--- config.mk ---
export PLATFORM = sky130hd
export DESIGN_NAME = sobel_frame_ctrl
export DESIGN_NICKNAME = d
export VERILOG_FILES = /design/src/rtl/sobel_pkg.sv /design/src/rtl/sobel_raster_cnt.sv /design/src/rtl/sobel_frame_ctrl.sv
export SDC_FILE = /design/constraint.sdc
export NUM_CORES = 1
export LEC_CHECK = 0
export CAP_MARGIN = 20
export CORE_AREA = 2 2 77 79
export CTS_BUF_LIST = sky130_fd_sc_hd__clkbuf_16
export DETAILED_ROUTE_END_ITERATION = 10
export DIE_AREA = 0 0 79 81
export PLACE_DENSITY = 0.68
export RECOVER_POWER = 50
export SETUP_SLACK_MARGIN = 0.15
export SYNTH_ARGS = -nofsm -noshare
export SYNTH_HDL_FRONTEND = slang
export SYNTH_HIERARCHICAL = 1
export SYNTH_SLANG_ARGS = --single-unit
--- constraint.sdc ---
create_clock -name clk -period 2.4 [get_ports clk]
set_input_delay 0.36 -clock clk [delete_from_list [all_inputs] [get_ports clk]]
set_output_delay 0.36 -clock clk [all_outputs]
set_load 0.005 [all_outputs]
--- src/rtl/sobel_pkg.sv ---
// Shared state encoding and default frame geometry for the Sobel frame controller.
package sobel_pkg;

    typedef enum logic [1:0] {
        ST_IDLE,
        ST_ACTIVE,
        ST_VBLANK,
        ST_DONE
    } state_t;

    localparam int DEF_H_DISP  = 180;
    localparam int DEF_V_DISP  = 180;
    localparam int DEF_H_BLANK = 20;
    localparam int DEF_V_BLANK = 4;
    localparam int DEF_H_SYNC  = 4;
    localparam int DEF_V_SYNC  = 2;
    localparam int DEF_ADDR_W  = 15;
    localparam int FRAME_CNT_W = 16;

endpackage

--- src/rtl/sobel_raster_cnt.sv ---
// Horizontal/vertical raster counters for one frame; held at zero while not enabled
// so every frame starts from the top-left position.
module sobel_raster_cnt
    import sobel_pkg::*;
#(
    parameter int H_TOT  = DEF_H_DISP + DEF_H_BLANK,
    parameter int V_TOT  = DEF_V_DISP + DEF_V_BLANK,
    parameter int V_DISP = DEF_V_DISP,
    parameter int HW     = $clog2(H_TOT + 1),
    parameter int VW     = $clog2(V_TOT + 1)
) (
    input  logic          clk,
    input  logic          rst,
    input  logic          i_en,
    output logic [HW-1:0] o_h_cnt,
    output logic [VW-1:0] o_v_cnt,
    output logic          o_line_wrap,
    output logic          o_act_end,
    output logic          o_frame_end
);

    localparam logic [HW-1:0] H_LAST     = HW'(H_TOT - 1);
    localparam logic [VW-1:0] V_LAST     = VW'(V_TOT - 1);
    localparam logic [VW-1:0] V_ACT_LAST = VW'(V_DISP - 1);

    logic [HW-1:0] r_h_cnt;
    logic [VW-1:0] r_v_cnt;
    logic          w_h_last;

    assign w_h_last = (r_h_cnt == H_LAST);

    always_ff @(posedge clk) begin
        if (rst || !i_en) begin
            r_h_cnt <= '0;
            r_v_cnt <= '0;
        end else if (w_h_last) begin
            r_h_cnt <= '0;
            r_v_cnt <= (r_v_cnt == V_LAST) ? '0 : r_v_cnt + VW'(1);
        end else begin
            r_h_cnt <= r_h_cnt + HW'(1);
        end
    end

    assign o_h_cnt     = r_h_cnt;
    assign o_v_cnt     = r_v_cnt;
    assign o_line_wrap = i_en && w_h_last;
    assign o_act_end   = o_line_wrap && (r_v_cnt == V_ACT_LAST);
    assign o_frame_end = o_line_wrap && (r_v_cnt == V_LAST);

endmodule

--- src/rtl/sobel_frame_ctrl.sv ---
// Frame sequencer: raster read addresses plus hsync/vsync/de delayed one cycle to match
// memory read latency. Define SOBEL_CTRL_CONT_MODE_EN for back-to-back frames.
module sobel_frame_ctrl
    import sobel_pkg::*;
#(
    parameter int H_DISP  = DEF_H_DISP,
    parameter int V_DISP  = DEF_V_DISP,
    parameter int H_BLANK = DEF_H_BLANK,
    parameter int V_BLANK = DEF_V_BLANK,
    parameter int H_SYNC  = DEF_H_SYNC,
    parameter int V_SYNC  = DEF_V_SYNC,
    parameter int ADDR_W  = DEF_ADDR_W
) (
    input  logic                   clk,
    input  logic                   rst,
    input  logic                   start,
    output logic                   busy,
    output logic                   done,
    output logic                   rd_en,
    output logic [ADDR_W-1:0]      rd_addr,
    output logic [FRAME_CNT_W-1:0] frame_cnt,
    output logic                   VGA_hsync,
    output logic                   VGA_vsync,
    output logic                   VGA_de
);

    localparam int H_TOT = H_DISP + H_BLANK;
    localparam int V_TOT = V_DISP + V_BLANK;
    localparam int HW    = $clog2(H_TOT + 1);
    localparam int VW    = $clog2(V_TOT + 1);

    localparam logic [HW-1:0] H_DISP_C = HW'(H_DISP);
    localparam logic [HW-1:0] HS_END   = HW'(H_DISP + H_SYNC);
    localparam logic [VW-1:0] VS_END   = VW'(V_DISP + V_SYNC);

    state_t r_state, w_state_nxt;

    logic [HW-1:0]          w_h_cnt;
    logic [VW-1:0]          w_v_cnt;
    logic                   w_run, w_line_wrap, w_act_end, w_frame_end;
    logic                   w_hsync, w_vsync, w_start_frame;
    logic [ADDR_W-1:0]      r_rd_addr;
    logic [FRAME_CNT_W-1:0] r_frame_cnt;
    logic                   r_de, r_hsync, r_vsync;

    assign w_run = (r_state == ST_ACTIVE) || (r_state == ST_VBLANK);

    sobel_raster_cnt #(
        .H_TOT  (H_TOT),
        .V_TOT  (V_TOT),
        .V_DISP (V_DISP),
        .HW     (HW),
        .VW     (VW)
    ) u_raster (
        .clk         (clk),
        .rst         (rst),
        .i_en        (w_run),
        .o_h_cnt     (w_h_cnt),
        .o_v_cnt     (w_v_cnt),
        .o_line_wrap (w_line_wrap),
        .o_act_end   (w_act_end),
        .o_frame_end (w_frame_end)
    );

    always_ff @(posedge clk) begin
        if (rst) r_state <= ST_IDLE;
        else     r_state <= w_state_nxt;
    end

    always_comb begin
        w_state_nxt   = r_state;
        busy          = 1'b1;
        done          = 1'b0;
        rd_en         = 1'b0;
        w_hsync       = 1'b0;
        w_vsync       = 1'b0;
        w_start_frame = 1'b0;
        case (r_state)
            ST_IDLE: begin
                busy = 1'b0;
                if (start) begin
                    w_state_nxt   = ST_ACTIVE;
                    w_start_frame = 1'b1;
                end
            end
            ST_ACTIVE: begin
                rd_en   = (w_h_cnt < H_DISP_C);
                w_hsync = (w_h_cnt >= H_DISP_C) && (w_h_cnt < HS_END);
                if (w_act_end) w_state_nxt = ST_VBLANK;
            end
            ST_VBLANK: begin
                w_hsync = (w_h_cnt >= H_DISP_C) && (w_h_cnt < HS_END);
                // Blank lines continue v_cnt from V_DISP, so the first V_SYNC of them sit below VS_END.
                w_vsync = (w_v_cnt < VS_END);
                if (w_frame_end) w_state_nxt = ST_DONE;
            end
            ST_DONE: begin
                done = 1'b1;
`ifdef SOBEL_CTRL_CONT_MODE_EN
                w_state_nxt   = ST_ACTIVE;
                w_start_frame = 1'b1;
`else
                w_state_nxt   = ST_IDLE;
`endif
            end
            default: w_state_nxt = ST_IDLE;
        endcase
    end

    always_ff @(posedge clk) begin
        if (rst || w_start_frame) r_rd_addr <= '0;
        else if (rd_en)           r_rd_addr <= r_rd_addr + ADDR_W'(1);
    end

    always_ff @(posedge clk) begin
        if (rst)                   r_frame_cnt <= '0;
        else if (r_state == ST_DONE) r_frame_cnt <= r_frame_cnt + FRAME_CNT_W'(1);
    end

    // One register stage so de/syncs line up with the memory's read data.
    always_ff @(posedge clk) begin
        if (rst) begin
            r_de    <= 1'b0;
            r_hsync <= 1'b0;
            r_vsync <= 1'b0;
        end else begin
            r_de    <= rd_en;
            r_hsync <= w_hsync;
            r_vsync <= w_vsync;
        end
    end

    assign rd_addr   = r_rd_addr;
    assign frame_cnt = r_frame_cnt;
    assign VGA_de    = r_de;
    assign VGA_hsync = r_hsync;
    assign VGA_vsync = r_vsync;

endmodule

# [After elaboration in Yosys (flattened, before gate mapping)]
# Index checks and enable logic that the tools add are counted.
[totals] elab_cells=51 output_inout_bits=37 in_bits=3 ff_bits=52
[op_classes] order_cmp=4 bitwise_logic=2 eq_ne=9 reduce_logical=14 add_sub_neg=4 n_mux=10
[ops] operator="equality test 8 bit (second input constant)" count=3
[ops] operator="< comparator 8 bit (second input constant)" count=3
[ops] operator="adder 16 x 1 -> 16 bit (second input constant)" count=1
[ops] operator="adder 8 x 1 -> 8 bit (second input constant)" count=2
[ops] operator="adder 15 x 1 -> 15 bit (second input constant)" count=1
[ops] operator="greater-or-equal comparator 8 bit (second input constant)" count=1
[ops] operator="two-way mux 8 bit" count=1
[ops] operator="one-hot mux 2 bit (4 select lines)" count=1
[ops] operator="OR reduction 2 bit" count=4
[ops] operator="two-way mux 2 bit" count=3
[ops] operator="two-way mux 1 bit" count=5
[ops] operator="equality test 2 bit (second input constant)" count=2
[ops] operator="logical AND 1 bit" count=4
[ops] operator="!= test 2 x 1 -> 1 bit (second input constant)" count=2
[ops] operator="logical OR 1 bit" count=3
[ops] operator="AND reduction 3 bit" count=1
[ops] operator="equality test 2 x 1 -> 1 bit (second input constant)" count=1
[ops] operator="logical NOT 2 bit" count=1
[ops] operator="!= test 2 bit (second input constant)" count=1
[ops] operator="inverter 1 bit" count=2
[ops] operator="logical NOT 1 bit" count=1

# [Depth between registers and ports, before layout]
# Gate-level depths: netlist (run 1).
[depth] word_depth=6 ltp_mapped=9 depth_no_buf=9

# [By module]
# The synthesis (run 1) kept the hierarchy.
[modules_own_cells] module="sobel_frame_ctrl" area_each_um2=1705.4 seq_area_each_um2=720.7 cells_each=192 instances=1
[modules_own_cells] module="sobel_raster_cnt" area_each_um2=742.0 seq_area_each_um2=320.3 cells_each=85 instances=1

# [Worst setup path before layout (run 1)]
# Ideal clock, no wire load.
[synth_timing] path_kind="register to register" from="reg u_raster.r_v_cnt[0] (netlist: u_raster/o_v_cnt[0])" to="reg r_state[1]" path_buffers=0 setup_time_ns=0.128 path_stages_with_launch=9 arrival_time_ns=2.054 synth_period_minus_slack_ns=2.181 required_time_ns=2.272 setup_slack_ns=0.219 path_cell_list="dfxtp_1 -> ha_1 -> nand4_1 -> or4b_2 -> nor2_1 -> inv_1 -> a221oi_1 -> mux2i_1 -> nor2_1"
[synth_between] elab_chain_cells=4 elab_cells_between_ends=7 cone_classes="eq/ne (4); reduce/logical (3)"
[synth_lines] element="start, declared" line="sobel_raster_cnt.sv:27" rtl="logic [VW-1:0] r_v_cnt;"
[synth_lines] element="start signal, assigned" line="sobel_raster_cnt.sv:38" rtl="r_v_cnt <= (r_v_cnt == V_LAST) ? '0 : r_v_cnt + VW'(1);"
[synth_lines] element="equality test 8 bit" line="sobel_raster_cnt.sv:48" rtl="assign o_frame_end = o_line_wrap && (r_v_cnt == V_LAST);"
[synth_lines] element="logical AND 1 bit" line="sobel_raster_cnt.sv:48"
[synth_lines] element="net w_frame_end" line="sobel_frame_ctrl.sv:40" rtl="logic w_run, w_line_wrap, w_act_end, w_frame_end;"
[synth_lines] element="!= test 2 x 1 -> 1 bit (no line)"
[synth_lines] element="AND reduction 3 bit (no line)"
[synth_lines] element="end signal, assigned" line="sobel_frame_ctrl.sv:67" rtl="else r_state <= w_state_nxt;"
[synth_lines] element="end, declared" line="sobel_frame_ctrl.sv:36" rtl="state_t r_state, w_state_nxt;"
# The timed path passes the listed nets, and every way through them passes these cells.
# A chain may end at the register's enable or synchronous reset.

# [Final worst setup path (run 1)]
[layout_timing] from="reg u_raster.r_h_cnt[0] (netlist: u_raster/o_h_cnt[0])" to="reg r_state[1]"
[layout_between] elab_chain_cells=5 elab_cells_between_ends=7 cone_classes="eq/ne (3); reduce/logical (4)"
[layout_lines] element="start, declared" line="sobel_raster_cnt.sv:26" rtl="logic [HW-1:0] r_h_cnt;"
[layout_lines] element="start signal, assigned" line="sobel_raster_cnt.sv:40" rtl="r_h_cnt <= r_h_cnt + HW'(1);"
[layout_lines] element="equality test 8 bit" line="sobel_raster_cnt.sv:30" rtl="assign w_h_last = (r_h_cnt == H_LAST);"
[layout_lines] element="logical AND 1 bit" line="sobel_raster_cnt.sv:46" rtl="assign o_line_wrap = i_en && w_h_last;"
[layout_lines] element="logical AND 1 bit" line="sobel_raster_cnt.sv:47" rtl="assign o_act_end = o_line_wrap && (r_v_cnt == V_ACT_LAST);"
[layout_lines] element="net w_act_end" line="sobel_frame_ctrl.sv:40"
[layout_lines] element="!= test 2 x 1 -> 1 bit (no line)"
[layout_lines] element="AND reduction 3 bit (no line)"
# The timed path passes the listed nets, and every way through them passes these cells.

==> impl_metrics.env, run 1 <==
export IMPL_dp_cells=396
export IMPL_floorplan_die_height_microns=81
export IMPL_num_vias=2102
export IMPL_dieArea_sq_um=6400
export IMPL_hpwl_microns=3700
export IMPL_first_global_vias=1946
export IMPL_placement_io_buffers=39
export IMPL_instance_count_of_the_mapped_netlist=276
export IMPL_clock_tree_htree_level_count=2
export IMPL_clk_pin_slew_ns=0.07
export IMPL_final_hold_violation_count=0
export IMPL_syn_avg_cell_area_sq_um=8.85
export IMPL_final_period_utilization_pct=89.8
export IMPL_postSynthNetCount=287
export IMPL_maxCapViolations=0
export IMPL_antennaDiodeCount=0
export IMPL_grt_pass1_wl_microns=8870
export IMPL_drc_errors=0
export IMPL_gp_routability_congestion=0.834
export IMPL_yosysWarningCount=6
export IMPL_via_per_inst=5.20
export IMPL_globalRoute_totalOverflow=0
export IMPL_initial_core_util_pct=43.1
export IMPL_irDropWorstVdd_v=0.000367
export IMPL_cts_root_buf="sky130_fd_sc_hd__clkbuf_16"
export IMPL_setup_total_negative_slack_ns=0
export IMPL_postRouteWirelength_microns=5200
export IMPL_worst_path_buf_inv=0
export IMPL_tritoncts="yes"
export IMPL_relSlewSlack_pct=45.2
export IMPL_timing_critical_path_slowest_stage_cell="sky130_fd_sc_hd__dfxtp_1"
export IMPL_syn_to_final_growth_pct=28.1
export IMPL_placement_rows=28
export IMPL_clock_fmax_ghz=0.464
export IMPL_core_area_sq_um=5680
export IMPL_pre_cts_ws_ns=0.0910
export IMPL_power_density_nw_per_um2=654
export IMPL_status="finished, final reports clean"
export IMPL_min_delay_path_class="reg -> reg"
export IMPL_initial_antenna_violation_count=0
export IMPL_final_critical_path_setup_slack_ns=0.244
export IMPL_groute_usage_overall_pct=16.9
export IMPL_cts_hold_repair_buffers=0
export IMPL_final_nets=339
export IMPL_drt_pre_antenna_iters=4
export IMPL_wl_per_cell_microns=12.9
export IMPL_leakage_nw=1.14
export IMPL_worst_pin_slew_ns=0.823
export IMPL_finalClockSkew_ns=0.00716
export IMPL_crit_end_element="flop"
export IMPL_final_setup_viol_count=0
export IMPL_worstPathRequired_ns=2.58
export IMPL_dieWidth_microns=79
export IMPL_period_needed_ns=2.16
export IMPL_final_antenna_net_count=0
export IMPL_critical_path_cell_chain="ha_1 > nand4b_1 > nor3_2 > nand2_1 > nor4_1 > nor2b_1 > a221oi_2 > mux2i_1 > nor2_1"
export IMPL_i_o_pins=40
export IMPL_timing_critical_path_max_delay_family="simple AND/OR/NAND/NOR gates"
export IMPL_final_cell_count_no_fill=404
export IMPL_cts_buffers=5
export IMPL_category_of_the_worst_setup_path_launch_point="flop"
export IMPL_report_final_slew_viol_count=0
export IMPL_clock_insertion_delay_worst_skew_ns=0.29
export IMPL_layout_drive_gt1_share_pct=10.3
export IMPL_data_arrival_at_the_endpoint_of_the_critical_path_ns=2.33
export IMPL_netlist_area_sq_um=2440
export IMPL_clkSinkCount=52
export IMPL_timing_critical_path_slowest_cell_delay_ns=0.35
export IMPL_category_of_the_most_critical_setup_path="reg -> reg"
export IMPL_drt_iter0_markers=168
export IMPL_cp_max_fo=5
export IMPL_cts_max_path_buffers=2
export IMPL_largest_net_degree_at_the_start_of_global_routing=21
export IMPL_grt_setup_unrepaired="yes"
cell usage in the layout (no fill, tap or decap), types with 2 or more instances in the layout:
cell type                          n
sky130_fd_sc_hd__nor4b_1           2
sky130_fd_sc_hd__nand3_1          17
sky130_fd_sc_hd__nor2b_1           3
sky130_fd_sc_hd__nand4_1           8
sky130_fd_sc_hd__a21oi_1          13
sky130_fd_sc_hd__or3_1             6
sky130_fd_sc_hd__nor3_1            7
sky130_fd_sc_hd__xnor2_1          18
sky130_fd_sc_hd__buf_4             8
sky130_fd_sc_hd__nor4_1            9
sky130_fd_sc_hd__and3_1            8
sky130_fd_sc_hd__clkdlybuf4s50_1  13
sky130_fd_sc_hd__o21ai_0           9
sky130_fd_sc_hd__or4_1             3
sky130_fd_sc_hd__or3_2             3
sky130_fd_sc_hd__ha_1              7
sky130_fd_sc_hd__mux2_2            2
sky130_fd_sc_hd__dfxtp_1          50
sky130_fd_sc_hd__nand2b_1          2
sky130_fd_sc_hd__dlygate4sd3_1    26
sky130_fd_sc_hd__o211ai_1          2
sky130_fd_sc_hd__dfxtp_2           2
sky130_fd_sc_hd__nor2_1           40
sky130_fd_sc_hd__inv_1            13
sky130_fd_sc_hd__xor2_1           11
sky130_fd_sc_hd__nand2_1          16
sky130_fd_sc_hd__clkbuf_1          2
sky130_fd_sc_hd__mux2i_1           2
sky130_fd_sc_hd__nand4b_1          2
sky130_fd_sc_hd__clkbuf_16         5
stage by stage:
step / utilization [%] / hold slack [ns] / area (sq um) / total power, mW
floorplan: - / 0.413 / 2440 / 1.20
global placement: 52.6 / 0.424 / 2990 / 1.36
detailed placement: 52.6 / 0.440 / 2990 / 1.36
CTS: 55.4 / 0.448 / 3140 / 2.08
global route: 55.1 / 0.468 / 3130 / 2.15
finish: 55.1 / 0.441 / 3130 / 2.05
flip-flops by register name, indices dropped and copies added (netlist names):
signal / flops
r_state: 2
rd_addr: 15
u_raster/o_h_cnt: 8
u_raster/o_v_cnt: 8
VGA_hsync: 1
VGA_de: 1
VGA_vsync: 1
frame_cnt: 16
routing by layer:
layer	wire length [microns]	track usage, %	share of wire [%]
met1	2440	22.9	47
met2	2470	27.2	48
met3	240	4.00	4.6
met4	40	4.48	0.77
met5	0	0	0
path summary, 6_finish.rpt:
path                                             to  slack, ns           startpoint  cells past startpoint
worst max-delay path                     r_state[1]       0.24  u_raster/o_h_cnt[0]                      9
worst min-delay path            u_raster/o_h_cnt[0]       0.44  u_raster/o_h_cnt[0]                      1
worst max register to register           r_state[1]       0.24  u_raster/o_h_cnt[0]                      9
worst min register to register  u_raster/o_h_cnt[0]       0.44  u_raster/o_h_cnt[0]                      1
where the power goes:
part	internal (mW)	switching [mW]	total, mW
registers	0.903	0.0328	0.936
clock network	0.388	0.319	0.707
logic	0.185	0.217	0.402
cell type report:
type	count	area [sq um]
Fill cell	539	2550
Multi-Input combinational cell	207	1340
Sequential cell	52	1040
Timing Repair Buffer	49	458
Clock buffer	5	125
Tap cell	75	93.8
Inverter	13	48.8
Clock inverter	3	21.3
repair_timing:
item	in CTS	in global routing
gates cloned	0	0
pin swaps	0	1
setup buffers	0	0
resized for setup	4	4
endpoints found under the setup margin	2	3
Power figures use the tool's default switching activity.
==> run 2, diff against run 1 <==
SETUP_SLACK_MARGIN = 0.5   (was 0.15)
==> run 2 against run 1 <==
Effect of this change:
- clock power rose by 10%
- clock skew fell by 0.0019 ns
- final area rose by 6.2%
- critical endpoint is now rd_addr[9]
- largest power group unchanged
==> impl_metrics.env, run 2 (same netlist as run 1, synthesis figures left out) <==
export IMPL_status="finished, final reports clean"
export IMPL_cts_root_buf="sky130_fd_sc_hd__clkbuf_16"
export IMPL_initial_antenna_violation_count=0
export IMPL_placement_rows=28
export IMPL_final_core_area_utilization_pct=58.6
export IMPL_dp_cells=390
export IMPL_initial_core_util_pct=43.1
export IMPL_hpwl_microns=3690
export IMPL_whs_ns=0.416
export IMPL_cts_hold_repair_buffers=0
export IMPL_irDropWorstVdd_v=0.000505
export IMPL_drt_pre_antenna_iters=4
export IMPL_drt_iter0_markers=77
export IMPL_worstPathRequired_ns=2.62
export IMPL_grt_pass1_wl_microns=9010
export IMPL_num_vias=2173
export IMPL_period_needed_ns=2.09
export IMPL_final_setup_viol_count=0
export IMPL_r2r_slack_ns=0.31
export IMPL_clock_tree_htree_level_count=2
export IMPL_post_layout_total_power_mw=2.22
export IMPL_via_per_inst=5.25
export IMPL_wl_per_cell_microns=13.4
export IMPL_final_period_utilization_pct=86.9
export IMPL_gp_routability_congestion=0.891
export IMPL_core_area_sq_um=5680
export IMPL_floorplan_die_height_microns=81
export IMPL_placement_io_buffers=39
export IMPL_largest_net_degree_at_the_start_of_global_routing=27
export IMPL_maxCapViolations=0
export IMPL_crit_end_element="flop"
export IMPL_final_antenna_net_count=0
export IMPL_antennaDiodeCount=0
export IMPL_final_nets=349
export IMPL_clock_fmax_ghz=0.479
export IMPL_clk_pin_slew_ns=0.06
export IMPL_cp_max_fo=7
export IMPL_finalClockSkew_ns=0.00527
export IMPL_final_hold_violation_count=0
export IMPL_report_final_slew_viol_count=0
export IMPL_leakage_nw=1.23
export IMPL_globalRoute_totalOverflow=0
export IMPL_category_of_the_most_critical_setup_path="reg -> reg"
export IMPL_clock_insertion_delay_worst_skew_ns=0.28
export IMPL_setup_total_negative_slack_ns=0
export IMPL_grt_setup_unrepaired="yes"
export IMPL_worst_pin_slew_ns=0.401
export IMPL_power_density_nw_per_um2=667
export IMPL_first_global_vias=2009
export IMPL_data_arrival_at_the_endpoint_of_the_critical_path_ns=2.31
export IMPL_syn_to_final_growth_pct=36.0
export IMPL_largest_register_ffs=16
export IMPL_layout_common_cells="45 x sky130_fd_sc_hd__dfxtp_1, 40 x sky130_fd_sc_hd__nor2_1, 22 x sky130_fd_sc_hd__dlygate4sd3_1"
export IMPL_dieArea_sq_um=6400
export IMPL_mostFrequentLayoutCell="sky130_fd_sc_hd__dfxtp_1"
export IMPL_dieWidth_microns=79
export IMPL_layout_drive_gt1_share_pct=16.5
export IMPL_i_o_pins=40
export IMPL_groute_usage_overall_pct=17.4
export IMPL_final_cell_count_no_fill=414
export IMPL_tritoncts="yes"
export IMPL_postRouteWirelength_microns=5540
export IMPL_category_of_the_worst_setup_path_launch_point="flop"
export IMPL_drc_errors=0
export IMPL_min_delay_path_class="reg -> reg"
export IMPL_cts_buffers=5
export IMPL_clkSinkCount=52
export IMPL_relSlewSlack_pct=73.0
export IMPL_cts_max_path_buffers=2
==> run 2: cell count changes in the layout (fill, tap and decap cells not counted), moves of 2 or more <==
cell | before | now
sky130_fd_sc_hd__dfxtp_2 | 2 | 6
sky130_fd_sc_hd__buf_4 | 8 | 13
sky130_fd_sc_hd__dlygate4sd3_1 | 26 | 22
sky130_fd_sc_hd__inv_2 | 0 | 2
sky130_fd_sc_hd__clkinv_1 | 0 | 2
sky130_fd_sc_hd__inv_1 | 13 | 11
sky130_fd_sc_hd__dfxtp_1 | 50 | 45
sky130_fd_sc_hd__nor4_1 | 9 | 7
sky130_fd_sc_hd__ha_4 | 0 | 2
sky130_fd_sc_hd__clkdlybuf4s50_1 | 13 | 16
sky130_fd_sc_hd__buf_6 | 0 | 6
==> run 2: path summary, 6_finish.rpt <==
kind                                           from                  end  cells after the start
worst max register to register           r_state[0]           rd_addr[9]                      6
worst max-delay path                     r_state[0]           rd_addr[9]                      6
worst min-delay path            u_raster/o_h_cnt[0]  u_raster/o_h_cnt[0]                      1
worst min register to register  u_raster/o_h_cnt[0]  u_raster/o_h_cnt[0]                      1
==> run 2: what timing repair did <==
action / 4_1_cts / 5_1_grt
resized for setup: 10 / 26
pin swaps: 7 / 13
buffers inserted: 14 / 2
endpoints found under the setup margin: 6 / 19
==> run 2: power by group <==
group	internal, mW	switching, mW	total [mW]
clock	0.485	0.296	0.780
sequential	0.906	0.0383	0.944
combinational	0.237	0.256	0.493
total	1.63	0.590	2.22
==> run 2: cell type report <==
type,instances,area [sq um]
well taps,75,93.8
clock buffers,5,125
flip-flops and latches,52,1050
repair buffers,59,558
inverters,13,48.8
multi-input cells,207,1410
clock inverters,3,37.5
fillers,497,2350
==> run 2: metrics by stage <==
stage                     area [sq um]  setup WS [ns]
after floorplan                   2460          0.489
after global placement            2960          0.390
after detailed placement          2960          0.302
after CTS                         3260          0.365
after global routing              3320          0.160
final                             3320          0.314
==> run 2: layer usage <==
| layer | vias up | global-route usage (%) | share of wire [%] |
|---|---|---|---|
| li1 | 1104 | - | - |
| met1 | 1012 | 22.0 | 46 |
| met2 | 47 | 29.3 | 50 |
| met3 | 10 | 4.00 | 3.6 |
| met4 | 0 | 5.86 | 1.3 |
| met5 | - | 0 | 0 |
==> run 2: critical path, stage by stage (launching register included) <==
cell and delay [ns]:
sky130_fd_sc_hd__dfxtp_1 0.42, sky130_fd_sc_hd__ha_1 0.21, sky130_fd_sc_hd__a21boi_0 0.37, sky130_fd_sc_hd__buf_6 0.19, sky130_fd_sc_hd__nand4_1 0.25, sky130_fd_sc_hd__or3_4 0.46, sky130_fd_sc_hd__a21oi_2 0.13
==> run 3, diff against run 2 <==
SKIP_LAST_GASP = 1   (was default)
SLEW_MARGIN = 20   (was default)
==> results of run 3 <==
The final DEF is identical to that of run 2; final timing and power are the same.
